## config.mk

```make
export PLATFORM = sky130hd
export DESIGN_NAME = llkid_key_sender
export DESIGN_NICKNAME = d
export VERILOG_FILES = /design/src/rtl/llkid_key_sender.sv
export SDC_FILE = /design/constraint.sdc
export NUM_CORES = 1
export LEC_CHECK = 0
export BUFFER_PORTS_ARGS = -buffer_cell sky130_fd_sc_hd__buf_2
export CORE_MARGIN = 1
export CORE_UTILIZATION = 55
export DETAILED_ROUTE_END_ITERATION = 8
export PLACE_DENSITY = 0.72
export SLEW_MARGIN = 10
export SYNTH_ARGS = -nofsm -noshare
export SYNTH_HDL_FRONTEND = slang
export SYNTH_SLANG_ARGS = --single-unit
```

## constraint.sdc

```tcl
create_clock -name clk -period 4.9 [get_ports clk]
set_clock_uncertainty 0.2 [all_clocks]
set_input_delay 0.49 -clock clk [delete_from_list [all_inputs] [get_ports clk]]
set_output_delay 0.49 -clock clk [all_outputs]
set_load 0.02 [all_outputs]
```

## src/rtl/llkid_key_sender.sv

```systemverilog
// ============================================================================
// Module   : llkid_key_sender
// Purpose  : Initiator side of the LLKI discrete key interface. Holds a
//            host-written key of KEY_WORDS 64-bit words and, on command,
//            streams it word by word to a locked core over valid/ready.
//            It then waits for key-complete, or it runs the clear-key/ack
//            exchange instead. Busy, done and error status go to the host.
// Options  : `define LLKID_SENDER_SCRUB_EN -> the key buffer is zeroed after
//            a successful load and on entry to the clear sequence.
// Revision : 1.0 - initial release
// ============================================================================
`default_nettype none

module llkid_key_sender #(
    parameter  int KEY_WORDS      = 4,
    parameter  int TIMEOUT_CYCLES = 1024,
    localparam int IDX_W          = (KEY_WORDS > 1) ? $clog2(KEY_WORDS) : 1,
    localparam int TMO_W          = $clog2(TIMEOUT_CYCLES)
) (
    input  logic             clk,
    input  logic             rst_n,
    // host key buffer write port
    input  logic             key_wr_en,
    input  logic [IDX_W-1:0] key_wr_idx,
    input  logic [63:0]      key_wr_data,
    // host commands and status
    input  logic             cmd_load,
    input  logic             cmd_clear,
    output logic             busy,
    output logic             done,
    output logic [1:0]       error,
    // LLKI discrete port towards the target core
    output logic [63:0]      llkid_key_data,
    output logic             llkid_key_valid,
    input  logic             llkid_key_ready,
    input  logic             llkid_key_complete,
    output logic             llkid_clear_key,
    input  logic             llkid_clear_key_ack
);

    localparam logic [1:0]       c_ERR_NONE    = 2'd0;
    localparam logic [1:0]       c_ERR_TIMEOUT = 2'd1;
    localparam logic [1:0]       c_ERR_EARLY   = 2'd2;
    localparam logic [IDX_W-1:0] c_LAST_IDX    = IDX_W'(KEY_WORDS - 1);
    localparam logic [TMO_W-1:0] c_TMO_LIMIT   = TMO_W'(TIMEOUT_CYCLES - 1);

    typedef enum logic [1:0] {
        S_IDLE     = 2'd0,
        S_SEND     = 2'd1,
        S_WAIT_CMP = 2'd2,
        S_CLEAR    = 2'd3
    } state_t;

    state_t           r_state;
    logic [IDX_W-1:0] r_idx;
    logic [TMO_W-1:0] r_tmo;
    logic             r_busy;
    logic             r_done;
    logic [1:0]       r_error;
    logic [63:0]      r_data;
    logic             r_valid;
    logic             r_clear;
    logic [63:0]      r_buf [KEY_WORDS];

    logic [IDX_W-1:0] w_idx_next;
    logic             w_tmo_hit;
    logic             w_wr_ok;
    logic             w_scrub;

    assign w_idx_next = r_idx + 1'b1;
    assign w_tmo_hit  = (r_tmo == c_TMO_LIMIT);

    // The buffer is locked whenever a command is in flight.
    assign w_wr_ok = key_wr_en && (r_state == S_IDLE) &&
                     ({1'b0, key_wr_idx} < (IDX_W + 1)'(KEY_WORDS));

`ifdef LLKID_SENDER_SCRUB_EN
    // Wipe on the completing edge of a load and on the edge that enters CLEAR.
    assign w_scrub = ((r_state == S_WAIT_CMP) && llkid_key_complete) ||
                     ((r_state == S_IDLE) && cmd_clear);
`else
    assign w_scrub = 1'b0;
`endif

    // Key buffer: host writes while idle, optional scrub after use.
    always_ff @(posedge clk or negedge rst_n) begin
        if (!rst_n) begin
            for (int i = 0; i < KEY_WORDS; i++) begin
                r_buf[i] <= '0;
            end
        end else if (w_scrub) begin
            for (int i = 0; i < KEY_WORDS; i++) begin
                r_buf[i] <= '0;
            end
        end else if (w_wr_ok) begin
            r_buf[key_wr_idx] <= key_wr_data;
        end
    end

    // Command sequencer with registered interface outputs.
    always_ff @(posedge clk or negedge rst_n) begin
        if (!rst_n) begin
            r_state <= S_IDLE;
            r_idx   <= '0;
            r_tmo   <= '0;
            r_busy  <= 1'b0;
            r_done  <= 1'b0;
            r_error <= c_ERR_NONE;
            r_data  <= '0;
            r_valid <= 1'b0;
            r_clear <= 1'b0;
        end else begin
            r_done <= 1'b0;
            case (r_state)
                S_IDLE: begin
                    // clear has priority when both commands arrive together
                    if (cmd_clear) begin
                        r_state <= S_CLEAR;
                        r_busy  <= 1'b1;
                        r_error <= c_ERR_NONE;
                        r_clear <= 1'b1;
                        r_tmo   <= '0;
                    end else if (cmd_load) begin
                        r_state <= S_SEND;
                        r_busy  <= 1'b1;
                        r_error <= c_ERR_NONE;
                        r_idx   <= '0;
                        r_data  <= r_buf[0];
                        r_valid <= 1'b1;
                        r_tmo   <= '0;
                    end
                end

                S_SEND: begin
                    // valid is always high here, so ready alone is a handshake
                    if (llkid_key_ready) begin
                        r_tmo <= '0;
                        if (r_idx == c_LAST_IDX) begin
                            r_state <= S_WAIT_CMP;
                            r_valid <= 1'b0;
                            r_data  <= '0;
                        end else begin
                            r_idx  <= w_idx_next;
                            r_data <= r_buf[w_idx_next];
                        end
                    end else if (llkid_key_complete) begin
                        // target claims completion before it has every word
                        r_state <= S_IDLE;
                        r_busy  <= 1'b0;
                        r_valid <= 1'b0;
                        r_data  <= '0;
                        r_error <= c_ERR_EARLY;
                    end else if (w_tmo_hit) begin
                        r_state <= S_IDLE;
                        r_busy  <= 1'b0;
                        r_valid <= 1'b0;
                        r_data  <= '0;
                        r_error <= c_ERR_TIMEOUT;
                    end else begin
                        r_tmo <= r_tmo + 1'b1;
                    end
                end

                S_WAIT_CMP: begin
                    if (llkid_key_complete) begin
                        r_state <= S_IDLE;
                        r_busy  <= 1'b0;
                        r_done  <= 1'b1;
                    end else if (w_tmo_hit) begin
                        r_state <= S_IDLE;
                        r_busy  <= 1'b0;
                        r_error <= c_ERR_TIMEOUT;
                    end else begin
                        r_tmo <= r_tmo + 1'b1;
                    end
                end

                S_CLEAR: begin
                    // ack may be a single pulse or a held level
                    if (llkid_clear_key_ack) begin
                        r_state <= S_IDLE;
                        r_busy  <= 1'b0;
                        r_clear <= 1'b0;
                        r_done  <= 1'b1;
                    end else if (w_tmo_hit) begin
                        r_state <= S_IDLE;
                        r_busy  <= 1'b0;
                        r_clear <= 1'b0;
                        r_error <= c_ERR_TIMEOUT;
                    end else begin
                        r_tmo <= r_tmo + 1'b1;
                    end
                end

                default: begin
                    r_state <= S_IDLE;
                    r_busy  <= 1'b0;
                    r_valid <= 1'b0;
                    r_data  <= '0;
                    r_clear <= 1'b0;
                end
            endcase
        end
    end

    assign busy            = r_busy;
    assign done            = r_done;
    assign error           = r_error;
    assign llkid_key_data  = r_data;
    assign llkid_key_valid = r_valid;
    assign llkid_clear_key = r_clear;

endmodule

`default_nettype wire

```

Word level (Yosys, flattened, before mapping)
Cells that the tools add are included.

Register bits after elaboration: 340. Bits of input ports: 74. Output and inout bits: 70. Word-level logic and storage cells: 109.

Add/sub/neg operators: 2. Magnitude comparators: 3. Equality and inequality tests: 17. Mux-type cells: 59. Bitwise operators: 2. Reductions and logical operators: 13.

Operators with widths (number): $mux W64 (9); $bwmux W256 (1); $bmux W64 S2 (1); $demux W64 S2 (1); $pmux W64 S2 (1); $mux W10 (6); $pmux W10 S4 (1); $mux W2 (17); $ne A2 B2 Y1 const B (8); $pmux W2 S4 (2); $mux W1 (15); $add A10 B1 Y10 const B (1); $eq A10 B10 Y1 const B (1); $reduce_and A5 Y1 (2); $ne A3 B3 Y1 const B (3); $reduce_and A4 Y1 (2); $eq A2 B2 Y1 const B (3); $ge A3 B3 Y1 const B (2); $not A2 Y3 (2); $pmux W1 S2 (3); $reduce_and A2 Y1 (3); $ne A4 B4 Y1 const B (1); $pmux W1 S4 (1); $pmux W2 S2 (1); 7 further kinds (9).

Logic depth before layout (Yosys ltp)
Gate-level depths: netlist (run 1).

Depth after elaboration: 8. Depth in mapped cells: 9. Depth with buffers taken out: 7.

Least setup slack after synthesis (run 1)
Ideal clock, no wire load.

Path type: reg-to-reg. From: reg r_idx[1]. To: reg r_data[33], in the netlist llkid_key_data[33]. Library setup time: 125 ps. Data arrival time: 1765 ps. Data required time: 4575 ps. Setup slack: 2810 ps. Stages on the path, launching flop included: 7. Path buffers: 2. Period minus slack after synthesis: 2090 ps. Cell sequence: dfrtp_1 ha_1 buf_2 buf_1 mux4_2 a21oi_1 a21oi_2.

Cells in the longest elaborated chain, start to end: 8. Elaborated cells between the ends (all ways): 9. Classes of those cells: 1 x add/sub; 1 x eq/ne; 6 x mux; 1 x bitwise.

RTL lines: from (decl) (line 55) `logic [IDX_W-1:0] r_idx;`; from (signal assigned) (line 143) `r_idx <= w_idx_next;`; $add A2 B1 Y2 (line 70) `assign w_idx_next = r_idx + 1'b1;`; $not A2 Y3 (implied by the code) (line 144) `r_data <= r_buf[w_idx_next];`; $bmux W64 S2 (line 144); $mux W64 (implied by the code) (2 in series) (line 144); $mux W64 (*) (line 138) `if (r_idx == c_LAST_IDX) begin`; $mux W64 (*) (line 136) `if (llkid_key_ready) begin`; $pmux W64 S2 (*) (line 114) `case (r_state)`; to (signal assigned) (line 128) `r_data <= r_buf[0];`; to (signal assigned) (line 144); to (decl) (line 60) `logic [63:0] r_data;`.

Every way passes the cells marked *; elsewhere a longest branch is shown, timed or not. The select of a mux whose other input is x is not followed. A chain may end at the register's enable or synchronous reset.

Final worst setup path (run 1)
From: reg r_state[0]. To: reg r_buf[244] in the netlist's numbering.

Cells in the longest elaborated chain, start to end: 2.

RTL lines: from (decl) (line 54) `state_t r_state;`; from (signal assigned) (line 103) `r_state <= S_IDLE;`; from (signal assigned) (line 118) `r_state <= S_CLEAR;`; from (signal assigned) (line 124) `r_state <= S_SEND;`; $logic_not A2 Y1 (line 74) `assign w_wr_ok = key_wr_en && (r_state == S_IDLE) &&`; $logic_and A1 B1 Y1 (line 74); to (signal, indexed assignment) (line 96) `r_buf[key_wr_idx] <= key_wr_data;`; to (decl) (line 63) `logic [63:0] r_buf [KEY_WORDS];`.

No other way between the ends.

==> results of run 1 <==
[worst max-delay path by stage]
stage	slack (ps)	end	start
after floorplan	2810	llkid_key_data[33]$_DFFE_PN0P_	r_idx[1]$_DFFE_PN0P_
after global placement	1730	r_buf[224]$_DFFE_PN0P_	r_state[0]$_DFFE_PN0P_
after detailed placement	1640	r_buf[220]$_DFFE_PN0P_	r_state[0]$_DFFE_PN0P_
after CTS	1600	r_buf[196]$_DFFE_PN0P_	r_state[0]$_DFFE_PN0P_
after global routing	1440	r_buf[222]$_DFFE_PN0P_	r_state[1]$_DFFE_PN0P_
final	1640	r_buf[244]$_DFFE_PN0P_	r_state[0]$_DFFE_PN0P_
[area by class of cell]
type                    instances  share of cell area
clock inverters                16             0.00958
diodes                          2            0.000284
clock buffers                  49              0.0620
flip-flops and latches        340               0.483
repair buffers                156              0.0482
well taps                     372              0.0264
multi-input cells             707               0.369
inverters                       7             0.00149
[kinds of logic (layout without fill, tap and decap cells)]
group	count (synthesis)	count (layout)	share of synthesized area
flip-flops	340	340	0.552
multiplexers	320	320	0.281
AND/OR/NAND/NOR	194	194	0.0632
AO/OA/AOI/OAI	187	187	0.0704
buffers and inverters	79	228	0.0283
adder cells (fa/ha/maj)	6	6	0.00487
other	0	2	0
[placed cells by master, fill, tap and decap left out, types with 3 or more instances in the layout]
| cell | n |
|---|---|
| dfrtp_1 | 339 |
| mux2_2 | 245 |
| buf_2 | 142 |
| a21oi_1 | 129 |
| nor2_1 | 80 |
| nor2b_1 | 66 |
| mux4_2 | 64 |
| clkbuf_16 | 39 |
| nand2_1 | 22 |
| o21ai_0 | 14 |
| mux2_1 | 11 |
| a21oi_2 | 10 |
| buf_4 | 10 |
| clkinv_2 | 9 |
| clkbuf_8 | 8 |
| inv_1 | 7 |
| nor3_1 | 6 |
| a31oi_1 | 5 |
| o22a_1 | 4 |
| ha_1 | 4 |
| nand3_1 | 3 |
| a21o_1 | 3 |
| bufinv_16 | 3 |
[critical path: stages (launching register included)]
cell and delay, ps:
dfrtp_1 400, inv_1 100, ha_1 740, nand2_1 270
nor3_4 180, buf_4 800, mux2_2 420
[through the flow]
| stage | utilization | setup slack [ps] | hold WS [ps] | power (mW) | cells |
|---|---|---|---|---|---|
| 6_report | 0.649 | 1640 | 34.9 | 12.6 | 1649 |
| 5_1_grt | 0.649 | 1440 | 34.7 | 13.3 | 1647 |
| 4_1_cts | 0.649 | 1600 | 22.4 | 12.7 | 1647 |
| 3_5_place_dp | 0.602 | 1640 | 279 | 9.78 | 1581 |
| 3_3_place_gp | 0.602 | 1730 | 274 | 9.59 | 1581 |
| 2_1_floorplan | - | 2810 | -5.59 | 8.58 | 1126 |
[state kept, by name, summed over array words and instances (netlist names)]
register         cells
done                 1
busy                 1
r_tmo               10
error                2
llkid_key_valid      1
r_state              2
r_buf              256
llkid_clear_key      1
r_idx                2
llkid_key_data      64
[per-layer routing]
layer | vias up | part of all wire | GRT usage
li1 | 4332 | - | -
met1 | 4814 | 0.46 | 0.319
met2 | 187 | 0.48 | 0.369
met3 | 54 | 0.045 | 0.0413
met4 | 8 | 0.020 | 0.0580
met5 | - | 0.0015 | 0
[power by group through the flow]
| stage | clock network [mW] | registers [mW] | logic (mW) |
|---|---|---|---|
| 3_3_place_gp | 0 | 4.95 | 4.64 |
| 4_1_cts | 2.89 | 4.97 | 4.80 |
| 6_report | 2.84 | 4.97 | 4.74 |
| 3_5_place_dp | 0 | 5.01 | 4.77 |
| 2_1_floorplan | 0 | 5.10 | 3.49 |
| 5_1_grt | 3.00 | 5.15 | 5.20 |
==> metrics, run 1 <==
status completed; area leader, netlist dfrtp_1; post-CTS sizing 0; CTS tree done; row cnt 60; vias in the first global route 9473; Async SR Flop Fraction 1.00; crit path kind register to register; mapped cell area 15400 sq um; number of synthesized flops with an enable pin 0; Hold Path Depth 2; io pins 144; PwrDens 712 nW/um^2; crit path launch type register; wire length after detailed routing 31700 um; largest net degree at the start of global routing 123; synth top area cells dfrtp_1, mux2_2, mux4_2; Yosys cell types 50; Fmax 0.307 GHz; share of cells above drive strength 1 0.431; yosys warns 0; Critical Path AT 3450 ps; syn avg cell area 13.7 sq um; die area 28700 sq um; # hold bufs at CTS 1; Core Region 27200 sq um; Sw Ratio 0.335; most common cell in the netlist dfrtp_1; GRT overflow 0; min-delay src key_wr_data[22]; logic gate share of total power 0.378; worst ir drop on vdd 415 uV; PortBufs 143; sw power 4.21 mW; Clock Tree Root clkbuf_16; Vias/cell 5.70; Seq pwr share 0.396; Final period util 0.665; Die X 169 um; Synth Flop Type dfrtp_1; max cap viols 0; Detail Placement HPWL 18500 um; worst-path fanout max 64; static leakage 7.72 nW; worst reg-to-reg setup slack 1640 ps; Antenna Nets Post-Route 0; area fraction of the dominant cell type after synthesis 0.552; Post-CTS Setup Bufs 0; vias 9395; fillcell total 2093; Internal Power 8.35 mW; Max Slew Vio Count 0; post-DR wirelength/cell 19.2 um; R2R Path End r_buf[244]$_DFFE_PN0P_; Initial DRC Count 566; initial antenna violation count 5; Sink Count 340; Die H 169 um; drc violations 0; Initial Utilization 0.567; clock buffer count from CTS 37; Hold Crit Class input port to register; relative max-transition margin 0.283; RePlAce Congestion 0.854; global-route wire length before repair 51000 um; register area 8510 sq um; H-Tree Depth 2; Req. time, crit path 5090 ps; multi-input logic area 6510 sq um; Setup violations, final 0; Total GRT Usage 0.227; clk buf depth 3; clock-pin slew on the worst setup and hold paths 70 ps; post-synthesis sequential area ratio 0.552; design area 17600 sq um; most instantiated cells after synthesis dfrtp_1, mux2_2, a21oi_1; RSZ-0062 raised after global routing false; Period minus WS final 3260 ps; Area Overhead vs Synth 14.5%; Reg2Reg Depth 6; Clk Latency, worst-skew pair 510 ps; cells after synthesis 1126; Setup crit end kind register; Fin. Hold Viols 0; Synthesized Nets 1206; #FFs+latches synth 340; worst-margin pin slew 1070 ps; Final #Nets 1329; Clock power frac 0.226; final setup TNS 0 ps; TritonRoute pass-1 iters 4; Critical R2R Launch r_state[0]$_DFFE_PN0P_; dpl cell area 16400 sq um; Hold Path End r_buf[214]$_DFFE_PN0P_
(Power assumes the default switching activity.)
==> inputs of run 2 (changes only) <==
==> constraint.sdc (replaced) <==
create_clock -name clk -period 3.2 [get_ports clk]
set_clock_uncertainty 0.2 [all_clocks]
set_input_delay 0.32 -clock clk [delete_from_list [all_inputs] [get_ports clk]]
set_output_delay 0.32 -clock clk [all_outputs]
set_load 0.02 [all_outputs]
==> run 2 against run 1 <==
Against the previous run: cell count rose by 4.5%; worst hold slack better by 30 ps; flip-flop and latch count unchanged; power is 54% higher; fmax up 25%; critical path type unchanged; register-to-register slack got worse by 1100 ps; first-iteration DRC count increased by 27%; global-route usage grew 1.4 points; via count is 4.4% higher; clock-buffer cell count up 8; sequential share of layout area decreased by 2.1 points; die area unchanged; highest routed layer is now met4.
==> metrics, run 2 (synthesis gave the netlist of run 1 again) <==
status completed; Clk Latency, worst-skew pair 520 ps; Crit-path slowest cell o32a_4; vias in the first global route 10248; largest net degree at the start of global routing 94; Final period util 0.817; row cnt 60; Fmax 0.383 GHz; max reg flops 256; PortBufs 143; worst-margin pin slew 622 ps; Fin. Hold Viols 0; H-Tree Depth 2; Hold Crit Class input port to register; RePlAce Congestion 0.854; CTS tree done; Sink Count 340; Die H 169 um; clock-pin slew on the worst setup and hold paths 60 ps; initial antenna violation count 2; Period minus WS final 2610 ps; crit path launch type register; dpl cell area 16500 sq um; most frequent cells in the layout dfrtp_1, mux2_2, buf_2, a21oi_1, nor2_1; CP max stage delay 430 ps; PwrDens 1050 nW/um^2; vias 9813; Setup crit end kind register; relative max-transition margin 0.585; Final #Nets 1405; worst ir drop on vdd 570 uV; # hold bufs at CTS 68; io pins 144; TritonRoute pass-1 iters 5; Total GRT Usage 0.242; share of cells above drive strength 1 0.409; clock buffer count from CTS 37; Top reg by flops r_buf; RSZ-0062 raised after global routing false; worst-path fanout max 39; Area Overhead vs Synth 19.7%; die area 28700 sq um; static leakage 8.05 nW; post-CTS sizing 0; Core Region 27200 sq um; Setup violations, final 0; Max Slew Vio Count 0; Critical Path AT 2820 ps; Post-CTS Setup Bufs 0; critical path cell sequence inv_1, ha_1, buf_4, and2_1, o32a_4, buf_12, o21ai_0, a22o_1; Clock Tree Root clkbuf_16; Vias/cell 5.69; Initial DRC Count 717; Detail Placement HPWL 19400 um; Antenna Nets Post-Route 0; Initial Utilization 0.567; utilization after layout 0.678; global-route wire length before repair 54500 um; Req. time, crit path 3400 ps; final setup TNS 0 ps; GRT overflow 0; max cap viols 0; crit path kind register to register; Die X 169 um; design area 18400 sq um; most common cell after layout, fill and taps aside dfrtp_1; drc violations 0; clk buf depth 3; post-DR wirelength/cell 19.1 um; wire length after detailed routing 33000 um
==> run 2: cell types whose count changed in the layout (fill, tap and decap cells not counted), sizes merged <==
cell	previous run	this run
clkinv	11	4
clkbuf	49	57
clkinvlp	1	0
dlygate4sd3	1	68
buf	155	164
bufinv	3	1
diode	2	3
==> run 2: layout make-up <==
| class | count | area (sq um) |
|---|---|---|
| Clock buffer | 57 | 1150 |
| Antenna cell | 3 | 7.51 |
| Multi-Input combinational cell | 707 | 6510 |
| Fill cell | 1995 | 8740 |
| Inverter | 7 | 26.3 |
| Timing Repair Buffer | 232 | 1700 |
| Tap cell | 372 | 465 |
| Clock inverter | 6 | 58.8 |
| Sequential cell | 340 | 8510 |
==> run 2: report_power, final <==
group          switching, mW  leakage [nW]  internal [mW]  total [mW]
Clock                   1.64         0.602           2.55        4.19
Sequential              1.13          4.10           6.43        7.56
Combinational           3.71          3.34           3.89        7.60
Total                   6.48          8.05           12.9        19.4
==> run 2: through the flow <==
step | instances | total power [mW] | hold slack, ps | setup WS [ps]
after CTS | 1721 | 19.5 | 39.8 | 588
after global routing | 1723 | 20.6 | 78.5 | 411
after detailed placement | 1590 | 15.1 | 122 | 599
after global placement | 1590 | 14.9 | 122 | 668
after floorplan | 1126 | 13.1 | -176 | 1110
final | 1724 | 19.4 | 65.3 | 586
==> run 2: metal layers <==
layer / wire length [um] / vias to the layer above / global-route usage
li1: - / 4502 / -
met1: 15100 / 5064 / 0.341
met2: 16200 / 207 / 0.399
met3: 1160 / 40 / 0.0324
met4: 479 / 0 / 0.0591
met5: 0 / - / 0
==> run 2: worst max-delay path, delay by kind of cell (launching register included) <==
kind	cells	cell delay, ps
AND/OR/NAND/NOR	1	190
adder cells (fa/ha/maj)	1	330
flip-flops	1	400
buffers and inverters	3	650
AO/OA/AOI/OAI	3	730
==> run 2: worst paths after layout <==
kind	start	end	slack, ps	cells past startpoint
worst min register to register	error[0]$_DFFE_PN0P_	error[0]$_DFFE_PN0P_	290	1
worst min-delay path	cmd_load	busy$_DFFE_PN0P_	70	5
worst max-delay path	r_state[0]$_DFFE_PN0P_	llkid_key_valid$_DFFE_PN0P_	590	8
worst max register to register	r_state[0]$_DFFE_PN0P_	llkid_key_valid$_DFFE_PN0P_	590	8
max in group asynchronous	rst_n	r_buf[75]$_DFFE_PN0P_	1660	3
min in group asynchronous	rst_n	r_tmo[5]$_DFFE_PN0P_	160	2
==> inputs of run 3 (changes only) <==
--- a/config.mk
+++ b/config.mk
@@ -5,11 +5,12 @@
 export SDC_FILE = /design/constraint.sdc
 export NUM_CORES = 1
 export LEC_CHECK = 0
+export ABC_AREA = 1
 export BUFFER_PORTS_ARGS = -buffer_cell sky130_fd_sc_hd__buf_2
 export CORE_MARGIN = 1
-export CORE_UTILIZATION = 55
+export CORE_UTILIZATION = 54
 export DETAILED_ROUTE_END_ITERATION = 8
-export PLACE_DENSITY = 0.72
+export PLACE_DENSITY = 0.73
 export SLEW_MARGIN = 10
 export SYNTH_ARGS = -nofsm -noshare
 export SYNTH_HDL_FRONTEND = slang
==> constraint.sdc (replaced) <==
create_clock -name clk -period 2.1 [get_ports clk]
set_clock_uncertainty 0.2 [all_clocks]
set_input_delay 0.21 -clock clk [delete_from_list [all_inputs] [get_ports clk]]
set_output_delay 0.21 -clock clk [all_outputs]
set_load 0.02 [all_outputs]
==> run 3 against run 2 <==
Against the previous run: clock-buffer cell count is 4 lower; global-route usage is 4.0 points higher; die area is 2.0% higher; fmax is 28% higher; combinational power is 82% higher; cell count is 45% higher; synthesized cell count is 68% higher; via count is 44% higher; critical path type unchanged; critical endpoint is now llkid_key_data[60]$_DFFE_PN0P_; highest routed layer is now met5.
==> metrics, run 3 <==
status completed; share of cells above drive strength 1 0.149; design area 19300 sq um; Final period util 0.969; Bufs and invs on worst path 2; worst-path fanout max 20; crit path kind register to register; GRT overflow 0; fin cells 2503; DP Worst Slack -62.5 ps; die area 29300 sq um; Fmax 0.491 GHz; syn avg cell area 8.14 sq um; Async SR Flop Fraction 1.00; Clock Tree Root clkbuf_16; Final #Nets 2177; drc violations 0; critical path cell sequence ha_4, buf_12, clkbuf_16, nor2_1, o21ai_0, nand2_1, a22oi_1, o21ai_1; TritonRoute pass-1 iters 5; worst-margin pin slew 901 ps; relative max-transition margin 0.397; area leader, netlist dfrtp_1; Initial DRC Count 1434; post-DR wirelength/cell 17.5 um; yosys warns 0; vias 14096; Initial Utilization 0.552; Hold Path End r_state[1]$_DFFE_PN0P_; cells after synthesis 1896; wire length after detailed routing 43700 um; initial antenna violation count 2; worst reg-to-reg setup slack 70 ps; dpl cell area 16900 sq um; Vias/cell 5.63; vias in the first global route 12902; Crit-path slowest cell dfrtp_4; synth top area cells dfrtp_1, o21ai_0, nand2_1; Setup crit end kind register; Setup violations, final 0; io pins 144; Synthesized Nets 1976; Critical Path AT 2230 ps; Fin. Hold Viols 0; Die H 171 um; clock-pin slew on the worst setup and hold paths 60 ps; Clk Latency, worst-skew pair 520 ps; max reg flops 256; RePlAce Congestion 0.877; Pwr Total 31.9 mW; CP max stage delay 550 ps; Hold Crit Class input port to register; PortBufs 143; most frequent cells in the layout nand2_1, o21ai_0, dfrtp_1, nor2_1, buf_2; Yosys cell types 28; largest net degree at the start of global routing 83; most common cell after layout, fill and taps aside nand2_1; CTS tree done; global-route wire length before repair 65700 um; PwrDens 1650 nW/um^2; area fraction of the dominant cell type after synthesis 0.551; Max Slew Vio Count 0; max cap viols 0; post-synthesis sequential area ratio 0.551; crit path launch type register; Sink Count 340; most common cell in the netlist nand2_1; Antenna Nets Post-Route 0; #FFs+latches synth 340; Die X 171 um; utilization after layout 0.692; Critical R2R Launch r_idx[0]$_DFFE_PN0P_; Hold Path Depth 5; number of synthesized flops with an enable pin 0; clk buf depth 3; Synth Flop Type dfrtp_1; Top Family by Delay on Critical Path flip-flops; Core Region 27900 sq um; static leakage 9.54 nW; H-Tree Depth 2; R2R Path End llkid_key_data[60]$_DFFE_PN0P_; most instantiated cells after synthesis nand2_1, o21ai_0, dfrtp_1; Req. time, crit path 2290 ps; worst ir drop on vdd 765 uV; ant diodes 0; Area Overhead vs Synth 25.3%; Detail Placement HPWL 23800 um; clock buffer count from CTS 36; setup ws final 65.3 ps; mapped cell area 15400 sq um; min-delay src llkid_key_ready; Reg2Reg Depth 8; Period minus WS final 2030 ps; Total GRT Usage 0.282; cell total after placement 2347; Top reg by flops r_buf; row cnt 61
[run 3: cell count changes after synthesis, sizes merged, moves of 66 or more]
cell | before | now
nand2 | 24 | 396
mux2 | 256 | 0
nor2b | 66 | 0
o21ai | 15 | 410
inv | 7 | 103
nor2 | 81 | 333
[run 3: how the worst max path moves through the flow]
| stage | slack, ps | cells past startpoint | endpoint | from |
|---|---|---|---|---|
| detailed placement | -60 | 8 | r_buf[139]$_DFFE_PN0P_ | r_state[0]$_DFFE_PN0P_ |
| floorplan | 170 | 9 | llkid_key_data[21]$_DFFE_PN0P_ | r_idx[0]$_DFFE_PN0P_ |
| global placement | 10 | 8 | r_buf[138]$_DFFE_PN0P_ | r_state[0]$_DFFE_PN0P_ |
| CTS | 8 | 8 | llkid_key_data[27]$_DFFE_PN0P_ | r_idx[0]$_DFFE_PN0P_ |
| finish | 70 | 8 | llkid_key_data[60]$_DFFE_PN0P_ | r_idx[0]$_DFFE_PN0P_ |
| global route | -40 | 8 | llkid_key_data[6]$_DFFE_PN0P_ | r_idx[0]$_DFFE_PN0P_ |
[run 3: cell type report]
type,instances,area (sq um)
fillers,2186,8590
clock inverters,13,126
flip-flops and latches,340,8510
well taps,378,473
repair buffers,294,2650
multi-input cells,1320,6050
inverters,105,400
clock buffers,53,1130
[run 3: routing by layer]
metal / GRT usage / vias to the layer above / wire length, um
met3: 0.0430 / 83 / 3240
met1: 0.399 / 6819 / 19000
met2: 0.453 / 584 / 20400
met4: 0.0722 / 4 / 981
li1: - / 6606 / -
met5: 0 / - / 26
[run 3: metrics by stage]
step	hold WS, ps	setup TNS [ps]
6_report	21.7	0
5_1_grt	66.1	-38.9
4_1_cts	5.47	0
3_5_place_dp	-111	-1240
3_3_place_gp	-106	0
2_1_floorplan	-286	0
[run 3: cell families (layout without fill, tap and decap cells)]
logic type / count (synthesis) / in the layout / share of synthesized area
adders and majority gates: 6 / 6 / 0.00486
xor gates and xnor gates: 1 / 1 / 0.000568
AOI/OAI and AO/OA: 557 / 557 / 0.192
DFF: 340 / 340 / 0.551
buffers and inverters: 236 / 465 / 0.0630
and+or+nand+nor: 756 / 756 / 0.188
[run 3: timing repair]
| action | CTS | global route |
|---|---|---|
| setup buffers | 0 | 8 |
| hold endpoints to repair | 605 | 0 |
| setup endpoints to repair | 58 | 296 |
| cloned | 0 | 11 |
| hold buffers | 71 | 0 |
| pin swaps | 0 | 3 |
| resized for setup | 1 | 20 |
[run 3: worst register-to-register path, stage by stage (launching register included)]
cell,delay (ps)
dfrtp_4,550
ha_4,350
buf_12,120
clkbuf_16,210
nor2_1,70
o21ai_0,100
nand2_1,80
a22oi_1,150
o21ai_1,80
[run 3: power by group]
group | leakage, nW | switching, mW | total (mW) | internal, mW
registers | 4.22 | 1.92 | 11.6 | 9.65
logic | 4.69 | 8.17 | 13.8 | 5.62
clock network | 0.632 | 2.61 | 6.58 | 3.98
total | 9.54 | 12.7 | 31.9 | 19.2
